===== src/rtl/div_unit.sv =====
`default_nettype none
// ============================================================================
// Module   : div_unit
// Purpose  : Multi-cycle radix-2 restoring divider (DIV/DIVU) for the E stage.
// Revision : 1.0
// ============================================================================
module div_unit #(
    parameter int WIDTH = 32,
    parameter int CNT_W = 6
) (
    input  logic                 clk,
    input  logic                 rst,
    input  logic                 startE,
    input  logic                 signedE,
    input  logic                 annulE,
    input  logic [WIDTH-1:0]     opaE,
    input  logic [WIDTH-1:0]     opbE,
    output logic [2*WIDTH-1:0]   resultE,
    output logic                 readyE,
    output logic                 stall_divE
);

    localparam logic [1:0] c_IDLE    = 2'd0;
    localparam logic [1:0] c_BUSY    = 2'd1;
    localparam logic [1:0] c_DIVZERO = 2'd2;
    localparam logic [1:0] c_DONE    = 2'd3;

    logic [1:0]         r_state;
    logic [1:0]         w_next;
    logic [CNT_W-1:0]   r_cnt;
    logic [WIDTH-1:0]   r_rem;
    logic [WIDTH-1:0]   r_quo;
    logic [WIDTH-1:0]   r_div;
    logic               r_sign_q;
    logic               r_sign_r;
    logic [2*WIDTH-1:0] r_result;

    logic               w_start;
    logic               w_last;
    logic [WIDTH-1:0]   w_abs_a;
    logic [WIDTH-1:0]   w_abs_b;
    logic [WIDTH:0]     w_shifted;
    logic [WIDTH-1:0]   w_sub;
    logic               w_ge;
    logic [WIDTH-1:0]   w_new_rem;
    logic [WIDTH-1:0]   w_new_quo;
    logic [WIDTH-1:0]   w_fix_rem;
    logic [WIDTH-1:0]   w_fix_quo;

    assign w_start = startE & ~annulE;
    assign w_last  = (r_cnt == CNT_W'(WIDTH - 1));
    assign w_abs_a = (signedE & opaE[WIDTH-1]) ? (~opaE + 1'b1) : opaE;
    assign w_abs_b = (signedE & opbE[WIDTH-1]) ? (~opbE + 1'b1) : opbE;

    // Remainder gains one extra bit after the shift, since |divisor| may use all WIDTH bits.
    assign w_shifted = {r_rem, r_quo[WIDTH-1]};
    assign w_ge      = (w_shifted >= {1'b0, r_div});
    assign w_sub     = w_shifted[WIDTH-1:0] - r_div;
    assign w_new_rem = w_ge ? w_sub : w_shifted[WIDTH-1:0];
    assign w_new_quo = {r_quo[WIDTH-2:0], w_ge};
    assign w_fix_rem = r_sign_r ? (~w_new_rem + 1'b1) : w_new_rem;
    assign w_fix_quo = r_sign_q ? (~w_new_quo + 1'b1) : w_new_quo;

    always_ff @(posedge clk or negedge rst) begin
        if (!rst) begin
            r_state <= c_IDLE;
        end else begin
            r_state <= w_next;
        end
    end

    always_comb begin
        w_next = r_state;
        case (r_state)
            c_IDLE: begin
                if (w_start) begin
                    w_next = (opbE == '0) ? c_DIVZERO : c_BUSY;
                end
            end
            c_BUSY: begin
                if (annulE) begin
                    w_next = c_IDLE;
                end else if (w_last) begin
                    w_next = c_DONE;
                end
            end
            c_DIVZERO: w_next = annulE ? c_IDLE : c_DONE;
            c_DONE:    w_next = c_IDLE;
            default:   w_next = c_IDLE;
        endcase
    end

    always_comb begin
        readyE     = (r_state == c_DONE) & ~annulE;
        stall_divE = startE & ~readyE & ~annulE;
    end

    always_ff @(posedge clk or negedge rst) begin
        if (!rst) begin
            r_cnt    <= '0;
            r_rem    <= '0;
            r_quo    <= '0;
            r_div    <= '0;
            r_sign_q <= 1'b0;
            r_sign_r <= 1'b0;
            r_result <= '0;
        end else begin
            case (r_state)
                c_IDLE: begin
                    if (w_start) begin
                        r_cnt    <= '0;
                        r_rem    <= '0;
                        r_quo    <= w_abs_a;
                        r_div    <= w_abs_b;
                        r_sign_q <= signedE & (opaE[WIDTH-1] ^ opbE[WIDTH-1]);
                        r_sign_r <= signedE & opaE[WIDTH-1];
                    end
                end
                c_BUSY: begin
                    if (!annulE) begin
                        r_rem <= w_new_rem;
                        r_quo <= w_new_quo;
                        r_cnt <= r_cnt + 1'b1;
                        // Final iteration: publish the sign-corrected result as DONE is entered.
                        if (w_last) begin
                            r_result <= {w_fix_rem, w_fix_quo};
                        end
                    end
                end
                c_DIVZERO: begin
                    if (!annulE) begin
                        r_result <= '0;
                    end
                end
                default: ;
            endcase
        end
    end

    assign resultE = r_result;

endmodule
`default_nettype wire


===== config.mk =====
export PLATFORM = sky130hd
export DESIGN_NAME = div_unit
export DESIGN_NICKNAME = d
export VERILOG_FILES = /design/src/rtl/div_unit.sv
export SDC_FILE = /design/constraint.sdc
export NUM_CORES = 1
export LEC_CHECK = 0
export BUFFER_PORTS_ARGS = -buffer_cell sky130_fd_sc_hd__buf_4
export CAP_MARGIN = 20
export CORE_ASPECT_RATIO = 1.25
export CORE_MARGIN = 2
export CORE_UTILIZATION = 54
export DETAILED_ROUTE_END_ITERATION = 8
export GPL_TIMING_DRIVEN = 0
export MAX_ROUTING_LAYER = met4
export PLACE_DENSITY = 0.74
export SKIP_LAST_GASP = 1
export SYNTH_ARGS = -nofsm -noshare
export SYNTH_HDL_FRONTEND = slang
export SYNTH_SLANG_ARGS = --single-unit

===== constraint.sdc =====
create_clock -name clk -period 4.8 [get_ports clk]
set_input_delay 0.24 -clock clk [delete_from_list [all_inputs] [get_ports clk]]
set_output_delay 0.24 -clock clk [all_outputs]
set_load 0.01 [all_outputs]

### Word level (Yosys, flattened, before mapping)

Index checks and enable logic that the tools add are counted.

* bits in registers: 170
* input port bits: 69
* output and inout port bits: 66
* word-level logic and storage cells: 70

* add/sub/neg operators: 6
* order comparisons: 1
* equality and inequality tests: 9
* muxes and demuxes: 24
* bitwise logic cells: 14
* reductions and logical operators: 8

Operators by type and width (number)
* 32-bit two-way mux: 9
* 64-bit two-way mux: 3
* 32-bit by 1-bit adder with 32-bit output (second input constant): 4
* 32-bit inverter: 4
* 32-bit one-hot mux with 2 select lines: 2
* 64-bit one-hot mux with 2 select lines: 1
* 33-bit by 32-bit greater-or-equal comparator with 1-bit output: 1
* 32-bit zero test: 1
* 32-bit subtractor: 1
* 6-bit two-way mux: 2
* 6-bit one-hot mux with 2 select lines: 1
* 2-bit two-way mux: 5
* 2-bit != test (second input constant): 4
* 2-bit one-hot mux with 4 select lines: 1
* 1-bit bitwise AND: 7
* 6-bit by 1-bit adder with 6-bit output (second input constant): 1
* 6-bit by 5-bit equality test with 1-bit output (second input constant): 1
* 2-bit equality test (second input constant): 2
* 2-bit AND reduction: 2
* 4-bit AND reduction: 1
* 2-bit nonzero test: 2
* 3-bit != test (second input constant): 1
* 3-bit AND reduction: 1
* 2-bit by 1-bit equality test with 1-bit output (second input constant): 1
* 3 further kinds: 4

### Longest topological paths before layout

Gate-level depths: netlist of the first run.

* depth after elaboration: 8
* depth in mapped cells: 23
* mapped depth without buffers: 18

### Least setup slack after synthesis of the first run

OpenSTA, ideal clock, no wires.

* path type: register to register
* from: register r_rem[5]
* to: register r_result[30] (netlist: resultE[30])
* library setup time: 0.133 ns
* data arrival time: 4.733 ns
* data required time: 4.667 ns
* path slack: -0.066 ns
* stages on the path, launching flop included: 21
* buffers on the path: 5
* period minus slack after synthesis: 4.866 ns
* cells stage by stage: dfrtp_1 > ha_1 > buf_6 > a21oi_4 > o21ai_2 > a21o_1 > o311a_1 > a211o_1 > inv_2 > buf_2 > buf_2 > buf_2 > buf_2 > ha_1 > nand2_1 > or4_1 > or4_1 > o41ai_1 > nand3_1 > xnor2_1 > o21ai_0

* longest elaborated chain between the ends: 7

Ends and longest elaborated chain
* from (decl): RTL line 31 `logic [WIDTH-1:0] r_rem;`
* from (signal assigned): RTL line 121 `r_rem <= w_new_rem;`
* 33-bit by 32-bit greater-or-equal comparator with 1-bit output: RTL line 57 `assign w_ge = (w_shifted >= {1'b0, r_div});`
* 32-bit inverter: RTL line 62 `assign w_fix_quo = r_sign_q ? (~w_new_quo + 1'b1) : w_new_quo;`
* 32-bit by 1-bit adder with 32-bit output: RTL line 62
* 32-bit two-way mux: RTL line 62
* 64-bit two-way mux: RTL line 125 `if (w_last) begin`
* 64-bit two-way mux: RTL line 120 `if (!annulE) begin`
* 64-bit one-hot mux with 2 select lines: RTL line 108 `case (r_state)`
* to (signal assigned): RTL line 126 `r_result <= {w_fix_rem, w_fix_quo};`
* to (decl): RTL line 36 `logic [2*WIDTH-1:0] r_result;`

No other way between the ends. The select of a mux whose other input is x is not followed.
A chain may end at the register's enable or synchronous reset.

### Final worst setup path of the first run

* from: register r_rem[5]
* to: register r_result[58] (netlist: resultE[58])

* longest elaborated chain between the ends: 8
* elaborated cells between the ends (all ways): 9
* those cells by class: 2 x add/sub; 1 x order compare; 5 x mux; 1 x bitwise

Ends and longest elaborated chain
* 32-bit subtractor or 33-bit by 32-bit greater-or-equal comparator with 1-bit output (tied branches): RTL line 58, 57
* 32-bit two-way mux (*): RTL line 59 `assign w_new_rem = w_ge ? w_sub : w_shifted[WIDTH-1:0];`
* 32-bit inverter: RTL line 61 `assign w_fix_rem = r_sign_r ? (~w_new_rem + 1'b1) : w_new_rem;`
* 32-bit by 1-bit adder with 32-bit output: RTL line 61
* 32-bit two-way mux (*): RTL line 61
* 64-bit two-way mux (*): RTL line 125
* 64-bit two-way mux (*): RTL line 120
* 64-bit one-hot mux with 2 select lines (*): RTL line 108

Mark *: on every way between the ends. The rest lies on a longest branch, timed or not. The select of a mux whose other input is x is not followed.

==> flow_summary.json, run 1 <==
{
  "ys.flop_type": "dfrtp_1",
  "period_share_pct": 96.4,
  "root_buffer": "clkbuf_16",
  "die_h_um": 170,
  "io-pin-count": 135,
  "slew_headroom_pct": 26.0,
  "via_per_inst": 6.06,
  "ys_warn_count": 0,
  "antenna_found_initial": 0,
  "min_period_ps": 4630,
  "clock-sinks": 170,
  "drtPass1Iterations": 5,
  "fmax_mhz": 216,
  "antenna_cells": 0,
  "io_buffers": 134,
  "synth_cell_types": 74,
  "path_clk_slew_ps": 80,
  "grt.total_usage_pct": 34.5,
  "finClkSkew_ps": 13.6,
  "syn_area_um2": 11900,
  "clk_latency_ps": 440,
  "synth_edf_count": 0,
  "synth_top_area_share_pct": 35.6,
  "drv_cap": 0,
  "ctsHtreeMaxLevel": 4,
  "hp-start": "opaE[0]",
  "crit_type": "reg -> reg",
  "cts_inserted_buffers": 17,
  "placed_cell_area_um2": 13300,
  "cp_top_family": "compound AO/OA/AOI/OAI gates",
  "synth_nets": 1577,
  "power_uw": 11300,
  "yosysTopAreaCell": "dfrtp_1",
  "core_area_um2": 21600,
  "crit_start": "r_rem[5]$_DFFE_PN0P_",
  "final_net_count": 1746,
  "initial_core_util_pct": 55.3,
  "drc": 0,
  "drive_above_1_share_pct": 15.7,
  "syn-instance-count": 1465,
  "grt_pass1_vias": 11400,
  "slowest_stage": "or4_4",
  "num_vias": 11700,
  "rsz0062_at_grt": "no",
  "path_cells": "ha_1 > buf_6 > a21oi_4 > o21ai_2 > a21o_1 > o311a_1 > a211o_1 > inv_4 > buf_6 > buf_12 > mux2i_4 > ha_4 > nor4b_4 > nand2_1 > o32a_1 > or4_4 > o21ai_2 > xor2_1 > o31ai_1",
  "leakage_uw": 0.00626,
  "power.density_nw_per_um2": 788,
  "num_rows": 60,
  "ys_seq_elements": 170,
  "crit_fanout": 19,
  "finalHoldViolCount": 0,
  "ant_nets": 0,
  "final_area_um2": 14300,
  "timing.rr.start": "r_rem[5]$_DFFE_PN0P_",
  "ys_top_cells_by_area": "dfrtp_1 36%, o21ai_0 7.2%, nand2_1 6.7%, xnor2_1 5.4%, xor2_1 4.6%",
  "run_status": "finished clean",
  "grt_max_degree": 124,
  "clockBufferDepth": 2,
  "required_ps": 5090,
  "setup_violations": 0,
  "cpPeakStageDelay_ps": 490,
  "die_x_um": 137,
  "hold_path.class": "in -> reg",
  "cts_tree": "yes",
  "die_area_um2": 23300,
  "worst_setup_path_end_kind": "flip-flop",
  "ir_drop_mv": 0.430,
  "drv_slew": 0,
  "critPathArrivalTime_ps": 4920,
  "place_ws_ps": -1190,
  "setup_slack_ps": 171,
  "critPathLaunchType": "flip-flop",
  "grt_pass1_wl_mm": 60.2,
  "area_delta_synth_final_pct": 19.6,
  "worst_slew_pin_slew_ps": 1100,
  "post-route-util_pct": 66.1,
  "grt_overflow_total": 0,
  "syn_avg_cell_area_um2": 8.16,
  "cp_num_buf_inv": 4,
  "dp_hpwl_mm": 30.2,
  "hold-worst-slack_ps": 85.2,
  "synthArstFlopShare_pct": 100,
  "post_drt_wl_per_cell_um": 20.1,
  "wl_mm": 38.6,
  "ys_seq_area_share_pct": 35.6,
  "drt_iter0_markers": 848,
  "gp_congestion": 0.981
}
## final timing paths
kind	end	slack (ps)	cells after the start
worst min register to register	r_div[18]$_DFFE_PN0P_	480	2
worst max-delay path	resultE[58]$_DFFE_PN0P_	170	19
worst max register to register	resultE[58]$_DFFE_PN0P_	170	19
max in group asynchronous	r_div[25]$_DFFE_PN0P_	3560	3
min in group asynchronous	r_rem[3]$_DFFE_PN0P_	280	2
worst min-delay path	r_quo[0]$_DFFE_PN0P_	90	3
## power breakdown
part	leakage (uW)	switching [uW]	internal, uW
sequential	0.00211	640	2060
clock	0.000302	674	799
combinational	0.00385	4320	2770
## area by class of cell
class / count / area (um2)
well taps: 279 / 349
repair buffers: 152 / 1170
plain buffers: 80 / 360
inverters: 57 / 216
multi-input cells: 1156 / 7310
fillers: 1929 / 7330
clock buffers: 17 / 425
clock inverters: 14 / 199
flip-flops and latches: 170 / 4260
## cells in the mapped netlist, drive strengths merged (4+ instances only)
master	instances
and2	13
ha	42
xnor2	74
o21bai	4
nor2	99
o41ai	5
nand3	23
or4	12
o31ai	36
or2	11
nand2	213
o21ai	182
o21a	6
mux2i	28
o211ai	10
nor2b	5
a211oi	13
nand2b	8
mux2	4
nor3	41
a31oi	5
o31a	5
nor4	14
a22oi	6
and4	5
dfrtp	170
buf	29
inv	57
o22ai	26
a21oi	95
a22o	16
nand4	14
clkbuf	53
or3	26
nand4b	4
a21o	9
xor2	63
## worst min-delay path, cell delays in order
cell and delay [ps]:
buf_4 100, a22oi_1 70, o21ai_0 70
## layout by cell type (no fill, tap or decap), drive strengths merged, types with 5 or more instances in the layout
| cell type | n |
|---|---|
| a211oi | 13 |
| a21o | 9 |
| a21oi | 95 |
| a22o | 16 |
| a22oi | 6 |
| a31oi | 5 |
| and2 | 13 |
| and4 | 5 |
| buf | 178 |
| clkbuf | 70 |
| dfrtp | 170 |
| ha | 42 |
| inv | 64 |
| mux2i | 28 |
| nand2 | 213 |
| nand2b | 8 |
| nand3 | 23 |
| nand4 | 14 |
| nor2 | 99 |
| nor2b | 5 |
| nor3 | 41 |
| nor4 | 14 |
| o211ai | 10 |
| o21a | 6 |
| o21ai | 182 |
| o22ai | 26 |
| o31a | 5 |
| o31ai | 36 |
| o41ai | 5 |
| or2 | 11 |
| or3 | 26 |
| or4 | 12 |
| xnor2 | 74 |
| xor2 | 63 |
## timing repair
action                                  in CTS  in global routing
buffers inserted                             9                  7
pin swaps                                    7                  9
gates resized for setup                     29                 24
hold buffers                                 1                  0
endpoints found under the setup margin      26                  8
endpoints found under the hold margin       47                  0
## cell families (layout without fill, tap and decap cells)
logic type	after synthesis	count (layout)	synth area share, %
multiplexers	32	32	2.72
AO/OA/AOI/OAI	444	444	22.9
flip-flops	170	170	35.6
XOR/XNOR	137	137	10.0
AND/OR/NAND/NOR	500	500	19.5
buffers and inverters	139	320	4.68
adder cells (fa/ha/maj)	43	43	4.57
## flip-flops by register name, indices dropped and copies added, names as in the netlist
register / cells
r_quo: 32
resultE: 64
r_sign_r: 1
r_cnt: 6
r_state: 2
r_sign_q: 1
r_div: 32
r_rem: 32
## per-stage QoR
| step | cells | TNS (ps) |
|---|---|---|
| floorplan | 1465 | 0 |
| global placement | 1878 | -17230 |
| detailed placement | 1879 | -17200 |
| CTS | 1919 | 0 |
| global route | 1925 | 0 |
| finish | 1925 | 0 |
## routing by layer
metal / global-route usage (%) / vias up / share of wire, %
met5: - / - / 0
met4: 20.6 / 0 / 6.5
met3: 3.93 / 136 / 4.4
met2: 58.5 / 401 / 51
met1: 38.8 / 5576 / 38
li1: - / 5555 / -
(Power assumes the default switching activity.)
==> run 2: changes to the inputs <==
--- a/config.mk
+++ b/config.mk
@@ -12,7 +12,6 @@
 export CORE_UTILIZATION = 54
 export DETAILED_ROUTE_END_ITERATION = 8
 export GPL_TIMING_DRIVEN = 0
-export MAX_ROUTING_LAYER = met4
 export PLACE_DENSITY = 0.74
 export SKIP_LAST_GASP = 1
 export SYNTH_ARGS = -nofsm -noshare
==> run 2 against run 1 <==
Global-route usage fell by 1.0 points. Sequential power barely moved. Critical path depth is 2 lower. First-iteration DRC count is 1.3% higher. Via count rose by 0.66%. Clock skew is 1.7 ps higher. Combinational power down 1%. Fmax is 0.54% lower. Largest cell class unchanged.
==> flow_summary.json, run 2 (synthesis results as in run 1) <==
{
  "setup_slack_ps": 146,
  "dr.max_layer_used": "met5",
  "area_delta_synth_final_pct": 19.1,
  "power.density_nw_per_um2": 780,
  "met1_length_mm": 14.2,
  "drtPass1Iterations": 5,
  "period_share_pct": 96.9,
  "finClkSkew_ps": 15.3,
  "die_h_um": 170,
  "grt_max_degree": 91,
  "clockBufferDepth": 2,
  "path_cells": "ha_1 > nor2b_1 > o2111ai_2 > a21oi_2 > o311a_1 > a211o_1 > inv_4 > buf_12 > buf_12 > ha_2 > nand2_1 > or4_4 > or4_4 > o41ai_4 > buf_4 > xor2_2 > o21ai_0",
  "fill_cells": 1902,
  "route.met2.wl_mm": 19.7,
  "clk_latency_ps": 450,
  "grt_pass1_wl_mm": 60.0,
  "critPathArrivalTime_ps": 4960,
  "clock-sinks": 170,
  "core_area_um2": 21600,
  "drv_cap": 0,
  "drc": 0,
  "worst_slew_pin_slew_ps": 835,
  "ant_nets": 0,
  "antenna_cells": 0,
  "initial_core_util_pct": 55.3,
  "crit_type": "reg -> reg",
  "num_vias": 11700,
  "critPathLaunchType": "flip-flop",
  "post_drt_wl_per_cell_um": 19.9,
  "final_area_um2": 14200,
  "cp_top_family": "compound AO/OA/AOI/OAI gates",
  "drive_above_1_share_pct": 15.4,
  "worst_setup_path_end_kind": "flip-flop",
  "wl_met3_mm": 1.71,
  "min_period_ps": 4650,
  "io-pin-count": 135,
  "fmax_mhz": 215,
  "crit_fanout": 19,
  "dp_hpwl_mm": 29.9,
  "path_clk_slew_ps": 80,
  "instances_no_fill": 1924,
  "ir_drop_mv": 0.405,
  "largest_register_ffs": 64,
  "drt_iter0_markers": 859,
  "finalHoldViolCount": 0,
  "root_buffer": "clkbuf_16",
  "hold-worst-slack_ps": 90.6,
  "cp_num_buf_inv": 4,
  "required_ps": 5110,
  "slowest_stage": "or4_4",
  "gp_congestion": 0.988,
  "io_buffers": 134,
  "placed_cell_area_um2": 13300,
  "cpPeakStageDelay_ps": 510,
  "cts_inserted_buffers": 17,
  "seqCellArea_um2": 4260,
  "wl_mm": 38.3,
  "post-place-cells": 1879,
  "die_x_um": 137,
  "final_common_cell": "nand2_1",
  "ctsHtreeMaxLevel": 4,
  "grt.total_usage_pct": 33.4,
  "run_status": "finished clean",
  "num_rows": 60,
  "grt_overflow_total": 0,
  "grt_pass1_vias": 11400,
  "antenna_found_initial": 1,
  "post-route-util_pct": 65.8,
  "die_area_um2": 23300,
  "place_ws_ps": -1120,
  "cts_tree": "yes",
  "drv_slew": 0,
  "mostFrequentLayoutCells": "213 x nand2_1, 172 x o21ai_0, 165 x dfrtp_1",
  "final_net_count": 1744,
  "via_per_inst": 6.10,
  "slew_headroom_pct": 43.8,
  "setup_violations": 0,
  "leakage_uw": 0.00624,
  "multiInputGateArea_um2": 7290,
  "hold_path.class": "in -> reg"
}
-- run 2: layer usage --
layer | global-route usage (%) | up-vias
li1 | - | 5559
met1 | 37.9 | 5618
met2 | 59.0 | 437
met3 | 3.84 | 129
met4 | 21.2 | 2
met5 | 0 | -
-- run 2: stage by stage --
stage	total power [uW]	TNS, ps
6_report	11100	0
5_1_grt	11900	-46.9
4_1_cts	10900	0
3_5_place_dp	9250	-15830
3_3_place_gp	9150	-14870
2_1_floorplan	7050	0
-- run 2: repair_timing --
item	4_1_cts	5_1_grt
hold buffers	1	0
pin swaps	4	6
cloned	0	0
setup endpoints to repair	23	9
buffers inserted	5	8
gates resized for setup	29	17
endpoints found under the hold margin	89	0
-- run 2: layout make-up --
class | instances | area share, %
plain buffers | 80 | 2.58
multi-input cells | 1156 | 51.2
inverters | 57 | 1.52
repair buffers | 150 | 8.10
clock buffers | 17 | 2.99
flip-flops and latches | 170 | 29.9
clock inverters | 15 | 1.20
well taps | 279 | 2.45
-- run 2: final timing paths --
| kind | cells past startpoint | slack, ps | to | from |
|---|---|---|---|---|
| min in group asynchronous | 2 | 400 | resultE[37]$_DFFE_PN0P_ | rst |
| worst max register to register | 17 | 150 | resultE[26]$_DFFE_PN0P_ | r_rem[0]$_DFFE_PN0P_ |
| worst min register to register | 2 | 480 | r_div[28]$_DFFE_PN0P_ | r_div[28]$_DFFE_PN0P_ |
| max in group asynchronous | 3 | 3510 | r_quo[19]$_DFFE_PN0P_ | rst |
| worst min-delay path | 3 | 90 | r_quo[0]$_DFFE_PN0P_ | opaE[0] |
| worst max-delay path | 17 | 150 | resultE[26]$_DFFE_PN0P_ | r_rem[0]$_DFFE_PN0P_ |
-- run 2: tightest hold or removal path: stages --
cell,delay [ps]
buf_4,110
a22oi_1,70
o21ai_0,70
-- run 2: report_power, final --
group / leakage, uW / internal (uW) / switching, uW
clock network: 0.000289 / 705 / 718
registers: 0.00211 / 2060 / 638
logic: 0.00384 / 2750 / 4250
total: 0.00624 / 5510 / 5600
==> run 3: changes to the inputs <==
--- a/config.mk
+++ b/config.mk
@@ -12,6 +12,7 @@
 export CORE_UTILIZATION = 54
 export DETAILED_ROUTE_END_ITERATION = 8
 export GPL_TIMING_DRIVEN = 0
+export HOLD_SLACK_MARGIN = 0.08
 export PLACE_DENSITY = 0.74
 export SKIP_LAST_GASP = 1
 export SYNTH_ARGS = -nofsm -noshare
==> constraint.sdc (replaced) <==
create_clock -name clk -period 4.8 [get_ports clk]
set_input_delay 0.96 -clock clk [delete_from_list [all_inputs] [get_ports clk]]
set_output_delay 0.96 -clock clk [all_outputs]
set_load 0.01 [all_outputs]
==> run 3 against run 2 <==
Utilization hardly changed. Combinational power about the same. Critical endpoint unchanged. Highest routed layer unchanged. Critical path depth is the same. Die area is the same.
==> flow_summary.json, run 3 (synthesis results as in run 1) <==
{
  "final_common_cell": "nand2_1",
  "pwr-share-seq_pct": 24.3,
  "drtPass1Iterations": 5,
  "grt_pass1_vias": 11400,
  "drv_slew": 0,
  "die_area_um2": 23300,
  "clk_latency_ps": 450,
  "setup_slack_ps": 120,
  "finClkSkew_ps": 15.8,
  "hold-worst-slack_ps": 484,
  "seqCellArea_um2": 4260,
  "num_rows": 60,
  "finalHoldViolCount": 0,
  "ir_drop_mv": 0.409,
  "fmax_mhz": 214,
  "slew_headroom_pct": 45.1,
  "core_area_um2": 21600,
  "antenna_cells": 0,
  "min_period_ps": 4680,
  "worst_setup_path_end_kind": "flip-flop",
  "power_uw": 11100,
  "via_per_inst": 6.14,
  "ant_nets": 0,
  "critPathLaunchType": "flip-flop",
  "worst_slew_pin_slew_ps": 817,
  "grt_pass1_wl_mm": 60.0,
  "clkPwrFrac_pct": 12.8,
  "grt_max_degree": 91,
  "fin_tns_setup_ps": 0,
  "largest_register_ffs": 64,
  "run_status": "finished clean",
  "place_ws_ps": -1120,
  "grt_overflow_total": 0,
  "die_h_um": 170,
  "drc": 0,
  "mostFrequentLayoutCells": "213 x nand2_1, 172 x o21ai_0, 165 x dfrtp_1",
  "num_vias": 11800,
  "multiInputGateArea_um2": 7290,
  "cts_tree": "yes",
  "drt_iter0_markers": 870,
  "io_buffers": 134,
  "initial_core_util_pct": 55.3,
  "switchingPower_uw": 5620,
  "wl_mm": 38.5,
  "crit_type": "reg -> reg",
  "power.density_nw_per_um2": 782,
  "gp_congestion": 0.988,
  "setup_violations": 0,
  "swShare_pct": 50.5,
  "cts_inserted_buffers": 17,
  "io-pin-count": 135,
  "crit_fanout": 19,
  "post_drt_wl_per_cell_um": 20.0,
  "required_ps": 5110,
  "period_share_pct": 97.5,
  "p_comb_share_pct": 62.9,
  "root_buffer": "clkbuf_16",
  "internal_power_uw": 5510,
  "leakage_uw": 0.00624,
  "ctsHtreeMaxLevel": 4,
  "final_net_count": 1743,
  "fill_cells": 1903,
  "die_x_um": 137,
  "antenna_found_initial": 1,
  "clockBufferDepth": 2,
  "path_clk_slew_ps": 80,
  "drive_above_1_share_pct": 15.4,
  "critPathArrivalTime_ps": 4990,
  "hold_path.class": "reg -> reg",
  "dp_hpwl_mm": 29.9,
  "area_delta_synth_final_pct": 19.0,
  "post-route-util_pct": 65.8,
  "grt.total_usage_pct": 33.4,
  "clock-sinks": 170,
  "drv_cap": 0
}
[run 3: cell count changes in the layout (fill, tap and decap cells not counted)]
cell and delta:
dlygate4sd3_1 -1
[run 3: final timing paths]
check / from / end / slack, ps / cells after the start
min: r_div[9]$_DFFE_PN0P_ / r_div[9]$_DFFE_PN0P_ / 480 / 2
max in group asynchronous: rst / r_div[28]$_DFFE_PN0P_ / 3400 / 2
min in group asynchronous: rst / resultE[37]$_DFFE_PN0P_ / 520 / 1
max: r_rem[0]$_DFFE_PN0P_ / resultE[26]$_DFFE_PN0P_ / 120 / 17
min reg2reg: r_div[9]$_DFFE_PN0P_ / r_div[9]$_DFFE_PN0P_ / 480 / 2
max reg2reg: r_rem[0]$_DFFE_PN0P_ / resultE[26]$_DFFE_PN0P_ / 120 / 17
[run 3: repair_timing]
action | CTS | global route
buffers inserted | 5 | 8
endpoints found under the setup margin | 23 | 9
gates resized for setup | 29 | 17
pin swaps | 4 | 6
hold buffers | 0 | 0
cloned | 0 | 0
[run 3: power by group through the flow]
stage / combinational, uW / sequential, uW / clock (uW)
after floorplan: 4440 / 2600 / 0
after global placement: 6470 / 2680 / 0
after detailed placement: 6550 / 2700 / 0
after CTS: 6810 / 2680 / 1430
after global routing: 7660 / 2760 / 1480
final: 7000 / 2700 / 1430
[run 3: cell type report]
| cell class | instances | share of cell area, % |
|---|---|---|
| well taps | 279 | 2.45 |
| clock buffers | 17 | 2.99 |
| flip-flops and latches | 170 | 29.9 |
| plain buffers | 80 | 2.58 |
| multi-input cells | 1156 | 51.3 |
| clock inverters | 15 | 1.21 |
| repair buffers | 149 | 8.04 |
| inverters | 57 | 1.52 |
[run 3: critical path, cell delays in order (launching register included)]
cell       delay [ps]
dfrtp_2           480
ha_1              340
nor2b_1           160
o2111ai_2         300
a21oi_2           150
o311a_1           310
a211o_1           330
inv_4              90
buf_12            160
buf_12            160
ha_2              210
nand2_1           100
or4_4             510
or4_4             470
o41ai_4           330
buf_4             200
xor2_2            160
o21ai_0            90
[run 3: through the flow]
step	instances	cell area, um2
after CTS	1915	14100
final	1923	14200
after detailed placement	1879	13300
after global routing	1923	14200
after floorplan	1465	12000
after global placement	1878	13300
[run 3: routing by layer]
metal  vias to the layer above  GRT usage [%]  share of wire [%]  wire length [um]
met4                         2           21.2                7.0              2690
met3                       137           3.84                4.4              1690
met5                         -              0              0.029                11
met2                       435           59.0                 51             19800
met1                      5670           37.9                 37             14300
li1                       5556              -                  -                 -
